**src/rtl/out_demux_ms.sv**
```systemverilog
// ----------------------------------------------------------------------------
// out_demux_ms
// Splits a tagged pel stream into FLUX independent per-flow FIFOs. Each flow
// also runs a small block tracker: a configured pel count is decremented on
// every pop, and blk_done pulses for one cycle when the block is complete.
//
// Optional feature macro: OUT_DEMUX_ERR_EN
//   defined   -> err[f] sticks on a write to a full flow or a cfg_write to a
//                flow whose block is still running; cleared only by rst.
//   undefined -> err is constant 0. The offending write/cfg is dropped the
//                same way in both builds.
//
// Ports
//   clk        in   sole clock, rising edge
//   rst        in   asynchronous, active-high reset
//   in_din     in   {tag[TW-1:0], pel[7:0]}
//   in_write   in   in_din valid
//   in_full    out  per-flow FIFO full (registered)
//   cfg_din    in   {tag[TW-1:0], pel_count[11:0]}
//   cfg_write  in   cfg_din valid
//   out_data   out  head pel of flow f at [8f+7:8f]
//   out_valid  out  per-flow head valid
//   out_ready  in   per-flow consumer accept
//   blk_done   out  per-flow one-cycle block-complete pulse
//   err        out  per-flow sticky protocol error
//
// Per-flow FSM
//   state   | meaning
//   IDLE    | no block armed; pops pass through uncounted
//   RUN     | block armed; each pop decrements the remaining count
//   DONE    | block complete; blk_done high for this one cycle
// ----------------------------------------------------------------------------
module out_demux_ms #(
    parameter int DEPTH = 16,
    parameter int FLUX  = 4,
    parameter int TW    = 2
) (
    input  logic                clk,
    input  logic                rst,
    input  logic [TW+7:0]       in_din,
    input  logic                in_write,
    output logic [FLUX-1:0]     in_full,
    input  logic [TW+11:0]      cfg_din,
    input  logic                cfg_write,
    output logic [FLUX*8-1:0]   out_data,
    output logic [FLUX-1:0]     out_valid,
    input  logic [FLUX-1:0]     out_ready,
    output logic [FLUX-1:0]     blk_done,
    output logic [FLUX-1:0]     err
);

    localparam int AW = $clog2(DEPTH);

    typedef enum logic [1:0] {
        ST_IDLE = 2'd0,
        ST_RUN  = 2'd1,
        ST_DONE = 2'd2
    } state_t;

    for (genvar f = 0; f < FLUX; f++) begin : g_flow
        logic            tag_hit;
        logic            cfg_hit;
        logic            push;
        logic            pop;
        logic            valid;
        logic [AW-1:0]   wr_ptr_q;
        logic [AW-1:0]   rd_ptr_q;
        logic [AW:0]     occ_q;
        logic [AW:0]     occ_d;
        logic            full_q;
        logic [7:0]      last_q;
        logic [7:0]      mem_q [DEPTH];
        state_t          state_q;
        state_t          state_d;
        logic [11:0]     cnt_q;
        logic [11:0]     cnt_d;

        assign tag_hit = in_write && (in_din[TW+7:8] == TW'(f));
        assign cfg_hit = cfg_write && (cfg_din[TW+11:12] == TW'(f));
        // Blocking on the registered full flag means a same-cycle pop never
        // frees room for a push; the slot opens one cycle later.
        assign push    = tag_hit && !full_q;
        assign valid   = (occ_q != '0);
        assign pop     = valid && out_ready[f];

        always_comb begin
            occ_d = occ_q;
            case ({push, pop})
                2'b10:   occ_d = occ_q + 1'b1;
                2'b01:   occ_d = occ_q - 1'b1;
                default: occ_d = occ_q;
            endcase
        end

        always_ff @(posedge clk or posedge rst) begin
            if (rst) begin
                wr_ptr_q <= '0;
                rd_ptr_q <= '0;
                occ_q    <= '0;
                full_q   <= 1'b0;
                last_q   <= '0;
            end else begin
                if (push) begin
                    wr_ptr_q <= wr_ptr_q + 1'b1;
                end
                if (pop) begin
                    rd_ptr_q <= rd_ptr_q + 1'b1;
                    // Remember the departing head so an emptied flow keeps
                    // showing it instead of stale storage.
                    last_q   <= mem_q[rd_ptr_q];
                end
                occ_q  <= occ_d;
                full_q <= (occ_d == (AW+1)'(DEPTH));
            end
        end

        // Storage is not reset; it is only observed while occupancy > 0.
        always_ff @(posedge clk) begin
            if (push) begin
                mem_q[wr_ptr_q] <= in_din[7:0];
            end
        end

        assign in_full[f]        = full_q;
        assign out_valid[f]      = valid;
        assign out_data[8*f +: 8] = valid ? mem_q[rd_ptr_q] : last_q;

        always_comb begin
            state_d = state_q;
            cnt_d   = cnt_q;
            case (state_q)
                ST_IDLE: begin
                    if (cfg_hit) begin
                        if (cfg_din[11:0] == 12'd0) begin
                            state_d = ST_DONE;
                        end else begin
                            state_d = ST_RUN;
                            cnt_d   = cfg_din[11:0];
                        end
                    end
                end
                ST_RUN: begin
                    if (pop) begin
                        cnt_d = cnt_q - 12'd1;
                        if (cnt_q == 12'd1) begin
                            state_d = ST_DONE;
                        end
                    end
                end
                ST_DONE: begin
                    state_d = ST_IDLE;
                end
                default: begin
                    state_d = ST_IDLE;
                end
            endcase
        end

        always_ff @(posedge clk or posedge rst) begin
            if (rst) begin
                state_q <= ST_IDLE;
                cnt_q   <= '0;
            end else begin
                state_q <= state_d;
                cnt_q   <= cnt_d;
            end
        end

        assign blk_done[f] = (state_q == ST_DONE);

`ifdef OUT_DEMUX_ERR_EN
        logic err_q;

        always_ff @(posedge clk or posedge rst) begin
            if (rst) begin
                err_q <= 1'b0;
            end else if ((tag_hit && full_q) || (cfg_hit && (state_q == ST_RUN))) begin
                err_q <= 1'b1;
            end
        end

        assign err[f] = err_q;
`else
        assign err[f] = 1'b0;
`endif
    end

endmodule

```
**config.mk**
```make
export PLATFORM = sky130hd
export DESIGN_NAME = out_demux_ms
export DESIGN_NICKNAME = d
export VERILOG_FILES = /design/src/rtl/out_demux_ms.sv
export SDC_FILE = /design/constraint.sdc
export NUM_CORES = 1
export LEC_CHECK = 0
export BUFFER_PORTS_ARGS = -buffer_cell sky130_fd_sc_hd__buf_2
export CAP_MARGIN = 15
export CORE_ASPECT_RATIO = 1.4
export CORE_UTILIZATION = 45
export DETAILED_ROUTE_END_ITERATION = 8
export PLACE_DENSITY = 0.65
export SYNTH_ARGS = -nofsm -noshare
export SYNTH_HDL_FRONTEND = slang
export SYNTH_SLANG_ARGS = --single-unit
```
**constraint.sdc**
```tcl
create_clock -name clk -period 13.21 [get_ports clk]
set_clock_uncertainty 0.2 [all_clocks]
set_input_delay 1.321 -clock clk [delete_from_list [all_inputs] [get_ports clk]]
set_output_delay 1.321 -clock clk [all_outputs]
set_load 0.03 [all_outputs]
```
==> metrics.txt <==
postcts setup bufs 0; Overall Global Routing Usage 0.189; biggest fanout along the worst timing path 35; power density over the cells approximately 210 mW/mm²; Peak VDD IR around 120 µV; setup TNS 0 ns; FILL cells a little over 5000; detailed-route wire length per cell ~22 µm; # H-tree levels 2; Clock Latency Late Sink roughly 0.61 ns; first-pass detailed-route iteration total 7; Clock Sinks 656; Tcrit/Tclk final 0.356; kind of critical path flop to output port; Min-Delay Path Class flop to flop; vias in the first global route 16000; count of state elements after synthesis 656; remaining antenna violation count after routing 0; I/O Pins 80; Slew Limit Fails 0; Die Height 297 µm; Final HPWL DP 37.3 mm; layout net count 1931; core area slightly above 0.06 mm²; RePlAce Congestion 0.848; status completed; share of cells above drive strength 1 0.197; clock slew at reported path FFs approximately 0.06 ns; Worst R2R Path Depth 13; initial antenna violation count 0; Initial Util 0.457; root cell of the clock tree clkbuf_16; Max Cap Viol 0; startpoint type of the worst setup path flop; Cell Area, Synth between 0.02 and 0.03 mm²; Mapped Cells around 1800; diode count 0; worst-margin pin slew 0.935 ns; min Tclk post-route roughly 4.7 ns; Worst Path Arrival 3.18 ns; total number of yosys warnings 0; hold_buf cts 0; syn_area_per_cell around 16 µm²; Pleak between 0.01 and 0.015 µW; final setup vio count 0; EDFF count, synth between 500 and 600; largest net degree at the start of global routing 90; CTS Buffer Depth 3; Max Freq between 0.2 and 0.25 GHz; post-layout util 0.509; Crit. End Element output port; routed wire length 59.0 mm; cts bufs inserted slightly below 60; synth unique cells around 80; Seq/Total Area, Yosys 0.681; Post-synth ARST share 0.220; full die area 0.0630 mm²; Synth Flop Type edfxtp_1; global route overflow 0; DRC 0; Slew HR 0.374; Vias/cell around 5.7; Iter 0 DRT Violations 1293; RSZ-0062 raised after global routing false; Horiz. Die Dim between 200 and 250 µm; Area Growth Syn to Fin 11.5%; Vias 15700; Required @ worst endpoint ~12 ns; Hold Path Stages 1; IO buf count 75; first-pass GRT wire length ~91 mm; Placement Rows about 110; post-CTS sizing 0; Final Hold Fails 0; CTS tree yes
## metrics by stage
| stage | instances | setup slack (ns) | power (µW) | hold slack (ns) | cell area [µm²] |
|---|---|---|---|---|---|
| 5_1_grt | 2723 | 8.31 | 7010 | 0.298 | 31100 |
| 6_report | 2723 | 8.51 | 6670 | 0.278 | 31100 |
| 4_1_cts | 2716 | 8.38 | 6730 | 0.279 | 31000 |
| 3_3_place_gp | 2607 | 8.80 | 4960 | 0.261 | 29100 |
| 3_5_place_dp | 2609 | 8.63 | 5020 | 0.271 | 29100 |
| 2_1_floorplan | 1788 | 7.82 | 4420 | 0.245 | 27900 |
## cell type report
class / count / area [µm²] / area share
clock buffers: 68 / 1550 / 0.0499
well taps: 817 / 1020 / 0.0329
inverters: 52 / 200 / 0.00644
multi-input cells: 973 / 8230 / 0.265
repair buffers: 118 / 721 / 0.0232
flip-flops and latches: 656 / 19000 / 0.611
clock inverters: 39 / 385 / 0.0124
## where the power goes
| part | internal [µW] | switching, µW |
|---|---|---|
| clock network | 958 | 747 |
| logic | 897 | 1260 |
| registers | 2480 | 326 |
| total | 4340 | 2340 |
## critical path, cell delays in order, from the launching register on
cell      delay (ns)
dfrtp_2         0.35
buf_4           0.55
mux4_2          0.61
a22o_1          0.30
a221oi_1        0.41
o21ai_0         0.16
buf_2           0.20
## registers in the layout, indices dropped and copies added, names as in the netlist
name,flops
g_flow.rd_ptr_q,16
g_flow.wr_ptr_q,16
g_flow.full_q,4
g_flow.mem_q,512
g_flow.state_q,8
g_flow.occ_q,20
g_flow.cnt_q,48
g_flow.last_q,32
## cells in the final DEF (no fill, tap or decap), types with 8 or more instances in the layout
cell type | netlist | final
dfrtp_1 | 144 | 137
nor2b_1 | 18 | 18
o22ai_1 | 12 | 12
ha_1 | 40 | 40
nand2b_1 | 14 | 14
clkinv_2 | 0 | 12
clkbuf_16 | 0 | 59
a21oi_1 | 54 | 54
mux4_2 | 128 | 128
or3_1 | 11 | 11
nor2_1 | 92 | 92
buf_2 | 27 | 76
o31ai_1 | 12 | 12
xnor2_1 | 28 | 28
o21ai_0 | 107 | 107
and2_1 | 16 | 16
a31oi_1 | 8 | 8
inv_1 | 52 | 51
clkinv_1 | 0 | 9
a22o_1 | 33 | 33
nand4_1 | 12 | 12
nor4_1 | 20 | 20
a221oi_1 | 34 | 34
nor3_1 | 47 | 46
buf_4 | 12 | 36
edfxtp_1 | 512 | 512
nand3_1 | 20 | 20
nand2_1 | 128 | 128
xor2_1 | 22 | 22
## layer usage
metal / track usage / routed length [µm] / vias up
met5: 0 / 0 / -
met4: 0.0711 / 1930 / 0
met3: 0.0238 / 2590 / 111
met2: 0.328 / 30000 / 419
met1: 0.244 / 24400 / 8010
li1: - / - / 7110
## cells by family (layout without fill, tap and decap cells)
| logic type | after synthesis | after routing | share of synthesized area |
|---|---|---|---|
| multiplexers | 132 | 132 | 0.105 |
| adder cells (fa/ha/maj) | 40 | 40 | 0.0179 |
| flip-flops | 656 | 656 | 0.681 |
| AND/OR/NAND/NOR | 420 | 420 | 0.0754 |
| AO/OA/AOI/OAI | 327 | 327 | 0.0799 |
| buffers and inverters | 159 | 277 | 0.0253 |
| other | 1 | 4 | 0.000134 |
| XOR/XNOR | 50 | 50 | 0.0157 |
## cell usage after synthesis (all sizes together) (3+ instances only)
cell | number | share of area
o31ai | 15 | 0.0052
nor4bb | 3 | 0.0011
mux4 | 128 | 0.10
o221a | 6 | 0.0024
a211o | 4 | 0.0013
a22o | 33 | 0.010
a21oi | 54 | 0.0097
o22ai | 12 | 0.0027
a211oi | 4 | 0.0011
nand2 | 129 | 0.017
or4 | 7 | 0.0019
nor3b | 4 | 0.0013
nor2b | 18 | 0.0040
xnor2 | 28 | 0.0088
and3b | 3 | 0.00094
a22oi | 6 | 0.0016
nand4b | 3 | 0.00094
a221o | 3 | 0.0011
a31oi | 8 | 0.0018
mux2 | 4 | 0.0016
clkbuf | 56 | 0.0076
nand4 | 12 | 0.0027
buf | 51 | 0.011
a32oi | 6 | 0.0019
dfrtp | 144 | 0.13
nand2b | 14 | 0.0031
o2bb2ai | 3 | 0.00094
nand3 | 20 | 0.0036
nor4b | 3 | 0.00094
o211ai | 6 | 0.0016
nor2 | 92 | 0.012
ha | 40 | 0.018
or2 | 3 | 0.00067
or3 | 11 | 0.0025
inv | 52 | 0.0070
a221oi | 35 | 0.011
a21o | 5 | 0.0013
and2 | 17 | 0.0038
nor4 | 21 | 0.0052
xor2 | 22 | 0.0069
edfxtp | 512 | 0.55
nor3 | 50 | 0.0097
o21ai | 110 | 0.020
## worst paths after layout
check | startpoint | end | slack [ns]
min in group asynchronous | rst | g_flow[3].wr_ptr_q[0] | 0.70
min | g_flow[1].occ_q[4] | g_flow[1].occ_q[4] | 0.28
max | g_flow[1].rd_ptr_q[0] | out_data[15] | 8.51
max reg2reg | g_flow[2].occ_q[1] | g_flow[2].full_q | 9.23
max in group asynchronous | rst | g_flow[2].rd_ptr_q[2] | 10.75
min reg2reg | g_flow[1].occ_q[4] | g_flow[1].occ_q[4] | 0.28
Note: power is estimated with default switching activity, not from simulation.
